**config.mk**
```make
export PLATFORM = sky130hd
export DESIGN_NAME = simd_issue_ctrl
export DESIGN_NICKNAME = d
export VERILOG_FILES = /design/src/rtl/simd_pkg.sv /design/src/rtl/simd_decode.sv /design/src/rtl/simd_issue_ctrl.sv
export SDC_FILE = /design/constraint.sdc
export NUM_CORES = 1
export LEC_CHECK = 0
export CAP_MARGIN = 20
export CORE_MARGIN = 1
export CORE_UTILIZATION = 41
export CTS_CLUSTER_DIAMETER = 100
export DETAILED_ROUTE_END_ITERATION = 7
export PLACE_DENSITY_LB_ADDON = 0.1
export SETUP_SLACK_MARGIN = 0.3
export SYNTH_ARGS = -nofsm -noshare
export SYNTH_HDL_FRONTEND = slang
export SYNTH_SLANG_ARGS = --single-unit
```
**constraint.sdc**
```tcl
create_clock -name clk -period 1.6 [get_ports clk]
set_input_delay 0.32 -clock clk [delete_from_list [all_inputs] [get_ports clk]]
set_output_delay 0.32 -clock clk [all_outputs]
set_load 0.1 [all_outputs]
```
**src/rtl/simd_pkg.sv**
```systemverilog
// Shared definitions for the SIMD issue controller: opcodes, FSM states,
// decoded-instruction and ALU-select types, default lane geometry.
package simd_pkg;

    localparam int unsigned LANES_DEF = 4;
    localparam int unsigned DW_DEF    = 16;

    localparam logic [3:0] OP_NOP    = 4'd0;
    localparam logic [3:0] OP_ADD    = 4'd1;
    localparam logic [3:0] OP_SUB    = 4'd2;
    localparam logic [3:0] OP_BITREV = 4'd3;
    localparam logic [3:0] OP_MUL    = 4'd4;
    localparam logic [3:0] OP_LDI    = 4'd5;

    typedef enum logic [1:0] {
        S_IDLE,
        S_READ,
        S_EXEC,
        S_WB
    } state_e;

    typedef struct packed {
        logic add;
        logic sub;
        logic bitrev;
        logic mul;
    } alu_sel_t;

    typedef struct packed {
        logic [3:0]  op;
        logic [4:0]  rd;
        logic [4:0]  rs1;
        logic [4:0]  rs2;
        logic [15:0] imm;
    } instr_t;

    // imm overlaps the low bits of rs2; both views are kept
    function automatic instr_t split_instr(input logic [31:0] w);
        instr_t f;
        f.op  = w[31:28];
        f.rd  = w[27:23];
        f.rs1 = w[22:18];
        f.rs2 = w[17:13];
        f.imm = w[15:0];
        return f;
    endfunction

    function automatic logic is_alu_op(input logic [3:0] op);
        return (op == OP_ADD) || (op == OP_SUB) || (op == OP_BITREV) || (op == OP_MUL);
    endfunction

endpackage

```
**src/rtl/simd_decode.sv**
```systemverilog
// Combinational opcode decode: one-hot ALU select, register write flag,
// ALU-class flag and illegal-opcode flag.
module simd_decode
    import simd_pkg::*;
(
    input  logic [3:0] op,
    output alu_sel_t   alu_sel,
    output logic       is_alu,
    output logic       wr_en,
    output logic       illegal
);

    always_comb begin
        alu_sel = '0;
        is_alu  = 1'b0;
        wr_en   = 1'b0;
        illegal = 1'b0;
        case (op)
            OP_NOP: ;
            OP_ADD: begin
                alu_sel.add = 1'b1;
                is_alu      = 1'b1;
                wr_en       = 1'b1;
            end
            OP_SUB: begin
                alu_sel.sub = 1'b1;
                is_alu      = 1'b1;
                wr_en       = 1'b1;
            end
            OP_BITREV: begin
                alu_sel.bitrev = 1'b1;
                is_alu         = 1'b1;
                wr_en          = 1'b1;
            end
            OP_MUL: begin
                alu_sel.mul = 1'b1;
                is_alu      = 1'b1;
                wr_en       = 1'b1;
            end
            OP_LDI:  wr_en   = 1'b1;
            default: illegal = 1'b1;
        endcase
    end

endmodule

```
**src/rtl/simd_issue_ctrl.sv**
```systemverilog
// Lockstep SIMD issue controller: accepts one instruction at a time and
// sequences register read, ALU execute and writeback across all lanes.
module simd_issue_ctrl
    import simd_pkg::*;
#(
    parameter int unsigned LANES = LANES_DEF,
    parameter int unsigned DW    = DW_DEF
) (
    input  logic                clk,
    input  logic                rst_n,
    input  logic [31:0]         instr,
    input  logic                instr_valid,
    output logic                instr_ready,
    output logic [4:0]          rs1,
    output logic [4:0]          rs2,
    output logic [4:0]          rd,
    output logic                rs1_rd_en,
    output logic                rs2_rd_en,
    output logic                rd_wr_en,
    output logic                Radd_en,
    output logic                Rsub_en,
    output logic                bitrev_en,
    output logic                mul_en,
    output logic [LANES*DW-1:0] wr_data,
    input  logic [LANES*DW-1:0] alu_result,
    output logic                done,
    output logic                illegal_op
);

    state_e                state_q;
    state_e                state_d;
    instr_t                ir_q;
    logic [LANES*DW-1:0]   res_q;
    logic                  accept;

    alu_sel_t              dec_sel;
    logic                  dec_is_alu;
    logic                  dec_wr_en;
    logic                  dec_illegal;

    simd_decode u_decode (
        .op      (ir_q.op),
        .alu_sel (dec_sel),
        .is_alu  (dec_is_alu),
        .wr_en   (dec_wr_en),
        .illegal (dec_illegal)
    );

    // ready is gated by rst_n so it drops the instant reset asserts
    assign instr_ready = rst_n && (state_q == S_IDLE);
    assign accept      = instr_valid && instr_ready;

    always_ff @(posedge clk or negedge rst_n) begin
        if (!rst_n) begin
            state_q <= S_IDLE;
            ir_q    <= '0;
            res_q   <= '0;
        end else begin
            state_q <= state_d;
            if (accept) begin
                ir_q <= split_instr(instr);
            end
            if (state_q == S_EXEC) begin
                res_q <= alu_result;
            end
        end
    end

    always_comb begin
        state_d = state_q;
        case (state_q)
            S_IDLE: begin
                if (accept) begin
                    state_d = is_alu_op(instr[31:28]) ? S_READ : S_WB;
                end
            end
            S_READ:  state_d = S_EXEC;
            S_EXEC:  state_d = S_WB;
            S_WB:    state_d = S_IDLE;
            default: state_d = S_IDLE;
        endcase
    end

    always_comb begin
        rs1        = '0;
        rs2        = '0;
        rd         = '0;
        rs1_rd_en  = 1'b0;
        rs2_rd_en  = 1'b0;
        rd_wr_en   = 1'b0;
        Radd_en    = 1'b0;
        Rsub_en    = 1'b0;
        bitrev_en  = 1'b0;
        mul_en     = 1'b0;
        wr_data    = '0;
        done       = 1'b0;
        illegal_op = 1'b0;
        case (state_q)
            S_READ, S_EXEC: begin
                rs1       = ir_q.rs1;
                rs2       = ir_q.rs2;
                rs1_rd_en = 1'b1;
                rs2_rd_en = 1'b1;
                Radd_en   = dec_sel.add;
                Rsub_en   = dec_sel.sub;
                bitrev_en = dec_sel.bitrev;
                mul_en    = dec_sel.mul;
            end
            S_WB: begin
                rd         = ir_q.rd;
                done       = 1'b1;
                rd_wr_en   = dec_wr_en;
                illegal_op = dec_illegal;
                if (dec_wr_en) begin
                    if (dec_is_alu) begin
                        wr_data = res_q;
                    end else begin
                        for (int unsigned i = 0; i < LANES; i++) begin
                            wr_data[i*DW +: DW] = DW'(ir_q.imm);
                        end
                    end
                end
            end
            default: ;
        endcase
    end

endmodule

```
# Word level (Yosys, flattened, before mapping)
# Cells that the tools add are included.
[op_classes]
eq_ne = 13
mux = 24
reduce_logical = 11
[ops]
columns = ["op", "count"]
rows = [
  ["$mux 64", 3],
  ["$eq 4x2->1 const B", 4],
  ["$mux 1", 15],
  ["$mux 5", 3],
  ["$eq 4x3->1 const B", 3],
  ["$eq 4x1->1 const B", 2],
  ["$pmux 2 s4", 1],
  ["$reduce_or 6->1", 1],
  ["$reduce_or 5->1", 1],
  ["$eq 2x2->1 const B", 2],
  ["$logic_not 4->1", 1],
  ["$mux 2", 2],
  ["$reduce_or 4->1", 1],
  ["$logic_or 1x1->1", 3],
  ["$eq 2x1->1 const B", 1],
  ["$logic_and 1x1->1", 2],
  ["$logic_not 2->1", 1],
  ["$ne 2x2->1 const B", 1],
  ["$reduce_or 2->1", 1],
]
[totals]
reg_bits = 101
inputBits = 99
output_inout_bits = 89
elab_cells = 55

# Logic depth before layout (Yosys ltp)
# Gate-level depths: netlist of run 1.
[depth]
depth_word = 7
mapped_depth = 6
ltp_nobuf = 5

# Modules after synthesis
# Synthesis of run 1 repeated with hierarchy kept, for this count alone.
[unflattened]
hier_cells = 411
hier_area_um2 = 4757.1
[by_module_without_submodules]
columns = ["module", "n_inst", "cells_each", "area_each_um2", "seq_area_each_um2"]
rows = [
  ["simd_issue_ctrl", 1, 402, 4688.2, 2452.4],
  ["simd_decode", 1, 9, 68.8, 0.0],
]

# Least setup slack after synthesis of run 1
# OpenSTA, ideal clock, no wires.
[synth_path]
path_kind = "flip-flop to output port"
from = "reg state_q[1]"
to = "out mul_en"
arrival_time_ns = 3.537
required_time_ns = 1.280
setup_slack_ns = -2.257
path_stages_with_launch = 5
path_buffers = 0
path_cell_list = "dfrtp_1 > inv_1 > ha_1 > nand3_1 > nor3_1"
[synth_between]
elab_chain_len = 3
word_cells_on_any_way = 4
classes_between = "2 x eq/ne; 1 x mux; 1 x reduce/logical"
[synth_rtl]
columns = ["element", "line_no", "rtl"]
rows = [
  ["from (decl)", "simd_issue_ctrl.sv:30", "state_e state_q;"],
  ["from (signal assigned)", "simd_issue_ctrl.sv:59", "state_q <= state_d;"],
  ["$eq 2x2->1 / $eq 2x1->1 (equally long branches)", "simd_issue_ctrl.sv:98", "case (state_q)"],
  ["$reduce_or 2->1 (*)", "simd_issue_ctrl.sv:98", ""],
  ["$mux 1 (*)", "simd_issue_ctrl.sv:98", ""],
  ["to (decl)", "simd_issue_ctrl.sv:23", "output logic mul_en,"],
]
# Every way passes the cells marked *; elsewhere a longest branch is shown, timed or not.

# Final worst setup path of run 1
[layout_path]
from = "reg ir_q[31] (netlist name)"
to = "out wr_data[61]"
[layout_between]
elab_chain_len = 6
word_cells_on_any_way = 12
classes_between = "5 x eq/ne; 5 x mux; 2 x reduce/logical"
[layout_rtl]
columns = ["element", "line_no", "rtl"]
rows = [
  ["from (decl)", "simd_issue_ctrl.sv:32", "instr_t ir_q;"],
  ["from (signal assigned)", "simd_issue_ctrl.sv:61", "ir_q <= split_instr(instr);"],
  ["$eq 4x1->1, or another cell as far along", "simd_decode.sv:18", "case (op)"],
  ["$reduce_or 4->1 (no source line)", "-", ""],
  ["$mux 1", "simd_decode.sv:18", ""],
  ["$mux 64", "simd_issue_ctrl.sv:115", "if (dec_is_alu) begin"],
  ["$mux 64 (*)", "simd_issue_ctrl.sv:114", "if (dec_wr_en) begin"],
  ["$mux 64 (*)", "simd_issue_ctrl.sv:98", ""],
  ["to (decl)", "simd_issue_ctrl.sv:24", "output logic [LANES*DW-1:0] wr_data,"],
]
# Marked as above.

==> reports/metrics.yaml, run 1 <==
drt:
  viasPerCell: 6.26
  drc: 0
  dr_wl_met2_um: 12800
  drt_iter0_drc: 407
  wl_met1_um: 9760
  wl_met3_um: 1610
  ant_nets: 0
  wl_per_cell_um: 29.3
  highest_layer: "met4"
  vias: 5397
  dr.pass1.iters: 5
  drt_wl_total_um: 25300
global_routing:
  antenna_found_initial: 0
  grtUsageTotal: 0.355
  grt_max_degree: 84
  grt_pass1_wl_um: 33500
  first_global_vias: 5554
  grt-ovfl-total: 0
cts:
  clock_sinks: 98
  clk_path_buf_depth: 2
  clk_pin_slew_ps: 70
  tritoncts.num_buffers: 9
  cts_tree: "done"
  insertion_delay_ps: 360
  root_buffer: "clkbuf_16"
  cts_max_level: 3
synth:
  synth_top_cell_area_share: 0.484
  ys_seq_area_frac: 0.484
  yosysUniqueCellTypes: 28
  synthCells: 433
  synth_top_cell_by_area: "dfrtp_1"
  syn-cell-area_um2: 5070
  synth_area_leaders: "dfrtp_1 48%, mux2_2 21%, nand4_1 7.9%"
  ys_warn_count: 0
  synth_fp_nets: 536
  syn_avg_cell_area_um2: 11.7
  synth-seq-cells: 98
timing:
  clock.fmax_ghz: 0.408
  hold_viol: 0
  finalSetupViolations: 182
  slew_headroom: 0.678
  whs_ps: 28.7
  finalMaxSlewViolations: 0
  rsz0062_at_grt: "yes"
  max_slew.worst_pin.slew_ps: 483
  period_minus_slack_ps: 2450
  fin_crit_sh: 1.53
  fin_skew_ps: 12.5
  layout_setup_ws_ps: -852
finish:
  num_antenna_cells: 0
  utilization: 0.906
  final_nets: 813
  layout.cells.non_filler: 862
  final_area_um2: 10900
  drive_above_1_share: 0.634
  area_growth_pct: 115
critical_path:
  cp-start-kind: "flop"
  cp_common_cell: "buf_12"
  cp_max_fo: 14
  path_cells: "buf_4 > o21ai_4 > buf_12 > buf_12 > nand4_1 > a21oi_4 > buf_12"
  critPathSlowestCell: "dfrtp_2"
  crit_required_ps: 1280
  worstSetupPathType: "flop to primary output"
  cp-end-kind: "primary output"
  cp.arrival_ps: 2130
  cpPeakStageDelay_ps: 450
run:
  max-cap-violations: 0
placed_design:
  place.gp.congestion: 0.870
  portBuffers: 187
  place_area_um2: 9270
  placed_cells: 784
  dpl.hpwl_um: 12400
die:
  die_w_um: 113
  dieHeight_um: 113
  rows: 40
  fp.coreArea_um2: 12000
  initial_core_util: 0.422
  ioPinCount: 188
  dieArea_um2: 12800
hold_path:
  hold_class: "input pin to asynchronous set/reset pin"
outcome:
  violations: "setup timing"
  status: "finished with violations"
final timing paths:
path                            start     endpoint  slack, ps  cells after the start
max                          ir_q[31]  wr_data[61]       -850                      7
min                             rst_n     ir_q[32]         30                      2
max reg2reg                state_q[0]     res_q[9]       -560                     12
min reg2reg                  ir_q[22]     ir_q[22]        510                      1
max in group asynchronous       rst_n   state_q[0]       1100                      2
min in group clk             ir_q[22]     ir_q[22]        510                      1
state kept, by name, indices dropped and copies added (netlist names):
| name | count |
|---|---|
| ir_q | 32 |
| res_q | 64 |
| state_q | 2 |
stage by stage:
step / setup slack (ps) / TNS, ps
after floorplan: -619 / -43260
after global placement: -516 / -27950
after detailed placement: -529 / -32050
after CTS: -759 / -79730
after global routing: -888 / -99300
final: -852 / -94780
synthesized netlist by cell type:
cell and count:
nor4bb_1 1, nand3_2 1, clkbuf_1 4, o31ai_2 10
nor2b_1 1, buf_2 23, and3_1 1, o21ai_0 1
dfrtp_1 98, o31ai_1 7, or3_4 1, mux2_2 96
a211oi_1 1, ha_1 4, a21oi_1 66, buf_4 10
nand4_1 64, nor2_1 3, nand2_1 2, buf_6 9
o21ai_4 1, inv_1 4, o21a_2 1, nand3_1 3
and2_1 17, nor3_4 1, nor3b_1 1, nor3_1 2
cell usage in the layout, fill, tap and decap left out, types with 3 or more instances in the layout:
| cell type | count |
|---|---|
| o31ai_4 | 7 |
| clkbuf_16 | 12 |
| o31ai_2 | 10 |
| and2_4 | 16 |
| buf_12 | 109 |
| dfrtp_2 | 4 |
| buf_4 | 32 |
| mux2_4 | 24 |
| a21oi_4 | 65 |
| buf_6 | 54 |
| nand4_1 | 64 |
| dfrtp_1 | 94 |
| ha_4 | 4 |
| nand3_4 | 3 |
| buf_8 | 3 |
| clkdlybuf4s50_1 | 97 |
| buf_16 | 12 |
| mux2_2 | 72 |
kinds of logic (layout without fill, tap and decap cells):
logic type      Yosys count  in the layout  synth area share
fa+ha+maj                 4              4           0.00987
compound gates           87             88             0.108
mux                      96             96             0.213
simple gates             98             98             0.122
buf+inv                  50            331            0.0634
flops                    98             98             0.484
area by class of cell:
cell class | count | area [um^2]
fill | 447 | 1120
sequential | 98 | 2460
inverter | 4 | 21.3
multi-input combinational | 286 | 3440
clock inverter | 4 | 51.3
tap | 147 | 184
clock buffer | 12 | 246
timing repair buffer | 311 | 4480
critical path, delay by kind of cell (launching register included):
kind | cells | cell delay, ps
and+or+nand+nor | 1 | 210
AOI/OAI and AO/OA | 2 | 440
buffers and inverters | 4 | 670
DFF | 1 | 450
layer usage:
layer	vias up	track usage
met5	-	0
met4	0	0.181
met3	88	0.0455
met2	371	0.623
met1	2747	0.427
li1	2191	-
repair_timing:
| action | in CTS | in global routing |
|---|---|---|
| setup buffers | 35 | 9 |
| setup endpoints to repair | 187 | 187 |
| resized for setup | 92 | 32 |
| gates cloned | 13 | 5 |
| pin swaps | 35 | 24 |
| hold buffers | 0 | 0 |
| endpoints found under the hold margin | 0 | 0 |
Power of run 1 is left out: the tool's default activity adds up to more than one toggle a clock period on the data nets, which glitch-free logic cannot reach.
==> run 2, diff against run 1 <==
--- a/config.mk
+++ b/config.mk
@@ -8,6 +8,7 @@
 export CAP_MARGIN = 20
 export CORE_MARGIN = 1
 export CORE_UTILIZATION = 41
+export CTS_BUF_LIST = sky130_fd_sc_hd__clkbuf_8 sky130_fd_sc_hd__clkbuf_16
 export CTS_CLUSTER_DIAMETER = 100
 export DETAILED_ROUTE_END_ITERATION = 7
 export PLACE_DENSITY_LB_ADDON = 0.1
==> reports/metrics.yaml, run 2 (synthesized netlist as in run 1, its figures left out) <==
drt:
  wl_per_cell_um: 29.0
  drc: 0
  dr.pass1.iters: 5
  drt_iter0_drc: 357
  drt_wl_total_um: 25000
  ant_nets: 0
  vias: 5373
  viasPerCell: 6.23
outcome:
  status: "finished with violations"
  violations: "setup timing"
global_routing:
  grt-ovfl-total: 0
  grt_max_degree: 84
  grt_pass1_wl_um: 33500
  first_global_vias: 5554
  grtUsageTotal: 0.355
  antenna_found_initial: 0
timing:
  finalSetupViolations: 184
  max_slew.worst_pin.slew_ps: 452
  fin_crit_sh: 1.54
  period_minus_slack_ps: 2460
  clock.fmax_ghz: 0.407
  finalMaxSlewViolations: 0
  whs_ps: 33.8
  hold_viol: 0
  rsz0062_at_grt: "yes"
  fin_skew_ps: 10.0
  slew_headroom: 0.699
  setup-tns-final_ps: -95130
  layout_setup_ws_ps: -858
finish:
  num_antenna_cells: 0
  area_growth_pct: 115
  layout_common_cells: "109 x buf_12, 97 x clkdlybuf4s50_1, 94 x dfrtp_1"
  final_nets: 813
  layout_commonest_cell: "buf_12"
  drive_above_1_share: 0.634
  top_regs: "res_q: 64 flops, ir_q: 32 flops, state_q: 2 flops"
  regMostFlops: "res_q"
  largest_register_ffs: 64
die:
  ioPinCount: 188
  dieArea_um2: 12800
  rows: 40
  die_w_um: 113
  fp.coreArea_um2: 12000
  dieHeight_um: 113
  initial_core_util: 0.422
cts:
  hold_buffers: 0
  clk_path_buf_depth: 2
  clock_sinks: 98
  tritoncts.num_buffers: 9
  cts_tree: "done"
  clk_pin_slew_ps: 70
  root_buffer: "clkbuf_16"
  cts_max_level: 3
  insertion_delay_ps: 360
critical_path:
  cp.arrival_ps: 2140
  cp_max_fo: 14
  reg2reg_slack_ps: -560
  cpPeakStageDelay_ps: 450
  cp-start-kind: "flop"
  cp-end-kind: "primary output"
  cp_common_cell: "buf_12"
  crit_required_ps: 1280
  critPathSlowestCell: "dfrtp_2"
  worstSetupPathType: "flop to primary output"
  path_cells: "buf_4 > o21ai_4 > buf_12 > buf_12 > nand4_1 > a21oi_4 > buf_12"
placed_design:
  portBuffers: 187
  place.gp.congestion: 0.870
  dpl.hpwl_um: 12400
run:
  max-cap-violations: 0
hold_path:
  hold_class: "input pin to asynchronous set/reset pin"
run 2: cell types whose count changed in the layout (fill, tap and decap cells not counted), sizes merged:
cell    previous run  this run
clkbuf            15        13
inv                3         5
run 2: worst paths after layout:
check,endpoint,start,depth (start not counted)
hold reg to reg,ir_q[22],ir_q[22],1
hold / removal,ir_q[32],rst_n,2
max in group asynchronous,state_q[1],rst_n,2
min in group clk,ir_q[22],ir_q[22],1
setup reg to reg,res_q[33],state_q[0],12
setup / recovery,wr_data[61],ir_q[31],7
run 2: metrics by stage:
stage	std cells	util	setup slack [ps]	cell area (um^2)
5_1_grt	862	0.906	-869	10900
3_3_place_gp	784	0.772	-516	9270
4_1_cts	848	0.878	-759	10500
3_5_place_dp	784	0.772	-529	9270
6_report	862	0.906	-858	10900
2_1_floorplan	433	-	-619	6110
run 2: what timing repair did:
action / in CTS / in global routing
hold endpoints to repair: 0 / 0
cloned: 13 / 5
resized for setup: 92 / 32
buffers inserted: 35 / 9
pin swaps: 35 / 24
setup endpoints to repair: 187 / 187
run 2: final cells by class:
cell class	instances	area, um^2
inverter	4	21.3
sequential	98	2460
clock inverter	6	58.8
clock buffer	10	239
multi-input combinational	286	3440
tap	147	184
timing repair buffer	311	4480
fill	438	1120
run 2: critical path: cells and delay by family (launching register included):
family	cells	cell delay, ps
buffers and inverters	4	680
and+or+nand+nor	1	210
DFF	1	450
AOI/OAI and AO/OA	2	450
run 2: metal layers:
metal  global-route usage  up-vias  wire, um
li1                     -     2186         -
met1                0.427     2771      9610
met2                0.623      328     12800
met3               0.0455       88      1390
met4                0.181        0      1260
met5                    0        -         0
Power of run 2 is left out for the same reason.
==> run 3, diff against run 2 <==
--- a/config.mk
+++ b/config.mk
@@ -5,8 +5,8 @@
 export SDC_FILE = /design/constraint.sdc
 export NUM_CORES = 1
 export LEC_CHECK = 0
-export CAP_MARGIN = 20
-export CORE_MARGIN = 1
+export CAP_MARGIN = 30
+export CORE_MARGIN = 2
 export CORE_UTILIZATION = 41
 export CTS_BUF_LIST = sky130_fd_sc_hd__clkbuf_8 sky130_fd_sc_hd__clkbuf_16
 export CTS_CLUSTER_DIAMETER = 100
==> reports/metrics.yaml, run 3 (synthesized netlist as in run 1, its figures left out) <==
outcome:
  status: "finished with violations"
  violations: "setup timing"
timing:
  hold_viol: 0
  clock.fmax_ghz: 0.415
  max_slew.worst_pin.slew_ps: 437
  rsz0062_at_grt: "yes"
  slew_headroom: 0.708
  finalMaxSlewViolations: 0
  finalSetupViolations: 155
  fin_crit_sh: 1.51
  fin_skew_ps: 5.85
  whs_ps: 45.9
  period_minus_slack_ps: 2410
  layout_setup_ws_ps: -810
drt:
  viasPerCell: 5.97
  drt_iter0_drc: 473
  drt_wl_total_um: 24300
  dr.pass1.iters: 5
  wl_per_cell_um: 27.8
  drc: 0
  vias: 5228
  ant_nets: 0
finish:
  drive_above_1_share: 0.630
  largest_register_ffs: 64
  area_growth_pct: 116
  final_nets: 806
  layout_commonest_cell: "buf_12"
  regMostFlops: "res_q"
  num_antenna_cells: 0
  utilization: 0.907
  top_regs: "res_q: 64 flops, ir_q: 32 flops, state_q: 2 flops"
  layout_common_cells: "112 x buf_12, 97 x clkdlybuf4s50_1, 96 x dfrtp_1"
cts:
  insertion_delay_ps: 350
  hold_buffers: 0
  clk_pin_slew_ps: 70
  tritoncts.num_buffers: 9
  cts_max_level: 3
  root_buffer: "clkbuf_16"
  cts_tree: "done"
  clock_sinks: 98
  clk_path_buf_depth: 2
critical_path:
  endpoint: "wr_data[19]"
  reg2reg_slack_ps: -310
  cp-start-kind: "flop"
  path_cells: "buf_6 > o21ai_4 > buf_4 > clkbuf_16 > nand4_1 > a21oi_4 > buf_12"
  ff2ff_path_depth: 10
  cp.arrival_ps: 2090
  crit_required_ps: 1280
  regToRegEndpoint: "res_q[62]"
  startpoint: "ir_q[31]"
  r2r-start: "state_q[0]"
  worstSetupPathType: "flop to primary output"
  cp_max_fo: 17
  cpPeakStageDelay_ps: 410
  critPathSlowestCell: "dfrtp_1"
  cp-end-kind: "primary output"
global_routing:
  grtUsageTotal: 0.327
  grt-ovfl-total: 0
  antenna_found_initial: 0
  grt_pass1_wl_um: 32200
  grt_max_degree: 80
  first_global_vias: 5374
placed_design:
  place.gp.congestion: 0.845
  dpl.hpwl_um: 13000
  portBuffers: 187
die:
  dieHeight_um: 115
  fp.coreArea_um2: 12100
  rows: 40
  initial_core_util: 0.420
  die_w_um: 115
  ioPinCount: 188
  dieArea_um2: 13300
hold_path:
  hold_class: "input pin to asynchronous set/reset pin"
run:
  max-cap-violations: 0
[run 3: cell types whose count changed in the layout (fill, tap and decap cells not counted), moves of 2 or more]
cell,before,now
buf_4,32,34
o31ai_4,7,15
dfrtp_1,94,96
buf_12,109,112
mux2_2,72,56
clkbuf_16,12,15
mux2_4,24,40
buf_6,54,45
o31ai_2,10,2
buf_16,12,8
dfrtp_2,4,2
[run 3: layout make-up]
cell class              count  area [um^2]
clock buffers              11          253
clock inverters             5         53.8
fillers                   413         1130
inverters                   4         18.8
multi-input cells         286         3570
flip-flops and latches     98         2450
well taps                 168          210
repair buffers            304         4380
[run 3: worst max-delay path, delay by kind of cell, from the launching register on]
kind,cells,cell delay (ps)
simple gates,1,230
flops,1,410
compound gates,2,410
buf+inv,4,670
[run 3: per-layer routing]
metal	vias to the layer above	track usage	part of all wire
met1	2707	0.421	0.39
met2	300	0.551	0.51
met3	58	0.0580	0.065
li1	2163	-	-
met4	0	0.124	0.032
met5	-	0	0
[run 3: worst min path at each step]
stage | start | end | slack [ps] | cells past startpoint
floorplan | rst_n | ir_q[0] | 20 | 0
global placement | rst_n | state_q[1] | 410 | 2
detailed placement | rst_n | state_q[1] | 410 | 2
CTS | rst_n | state_q[1] | 40 | 2
global route | rst_n | state_q[1] | 60 | 2
finish | rst_n | state_q[1] | 50 | 2
[run 3: timing repair]
action                     CTS  global route
setup endpoints to repair  187           187
pin swaps                   54            56
hold endpoints to repair     0             0
resized for setup           86            45
setup buffers               26            13
cloned                       8             7
[run 3: through the flow]
step                TNS (ps)  setup WS [ps]  cells  cell area (um^2)
floorplan             -43260           -619    433              6110
global placement      -29070           -450    806              9320
detailed placement    -34040           -536    806              9320
CTS                   -63650           -724    856             10400
global route          -79100           -882    876             10900
finish                -72770           -810    876             10900
Power of run 3 is left out for the same reason.
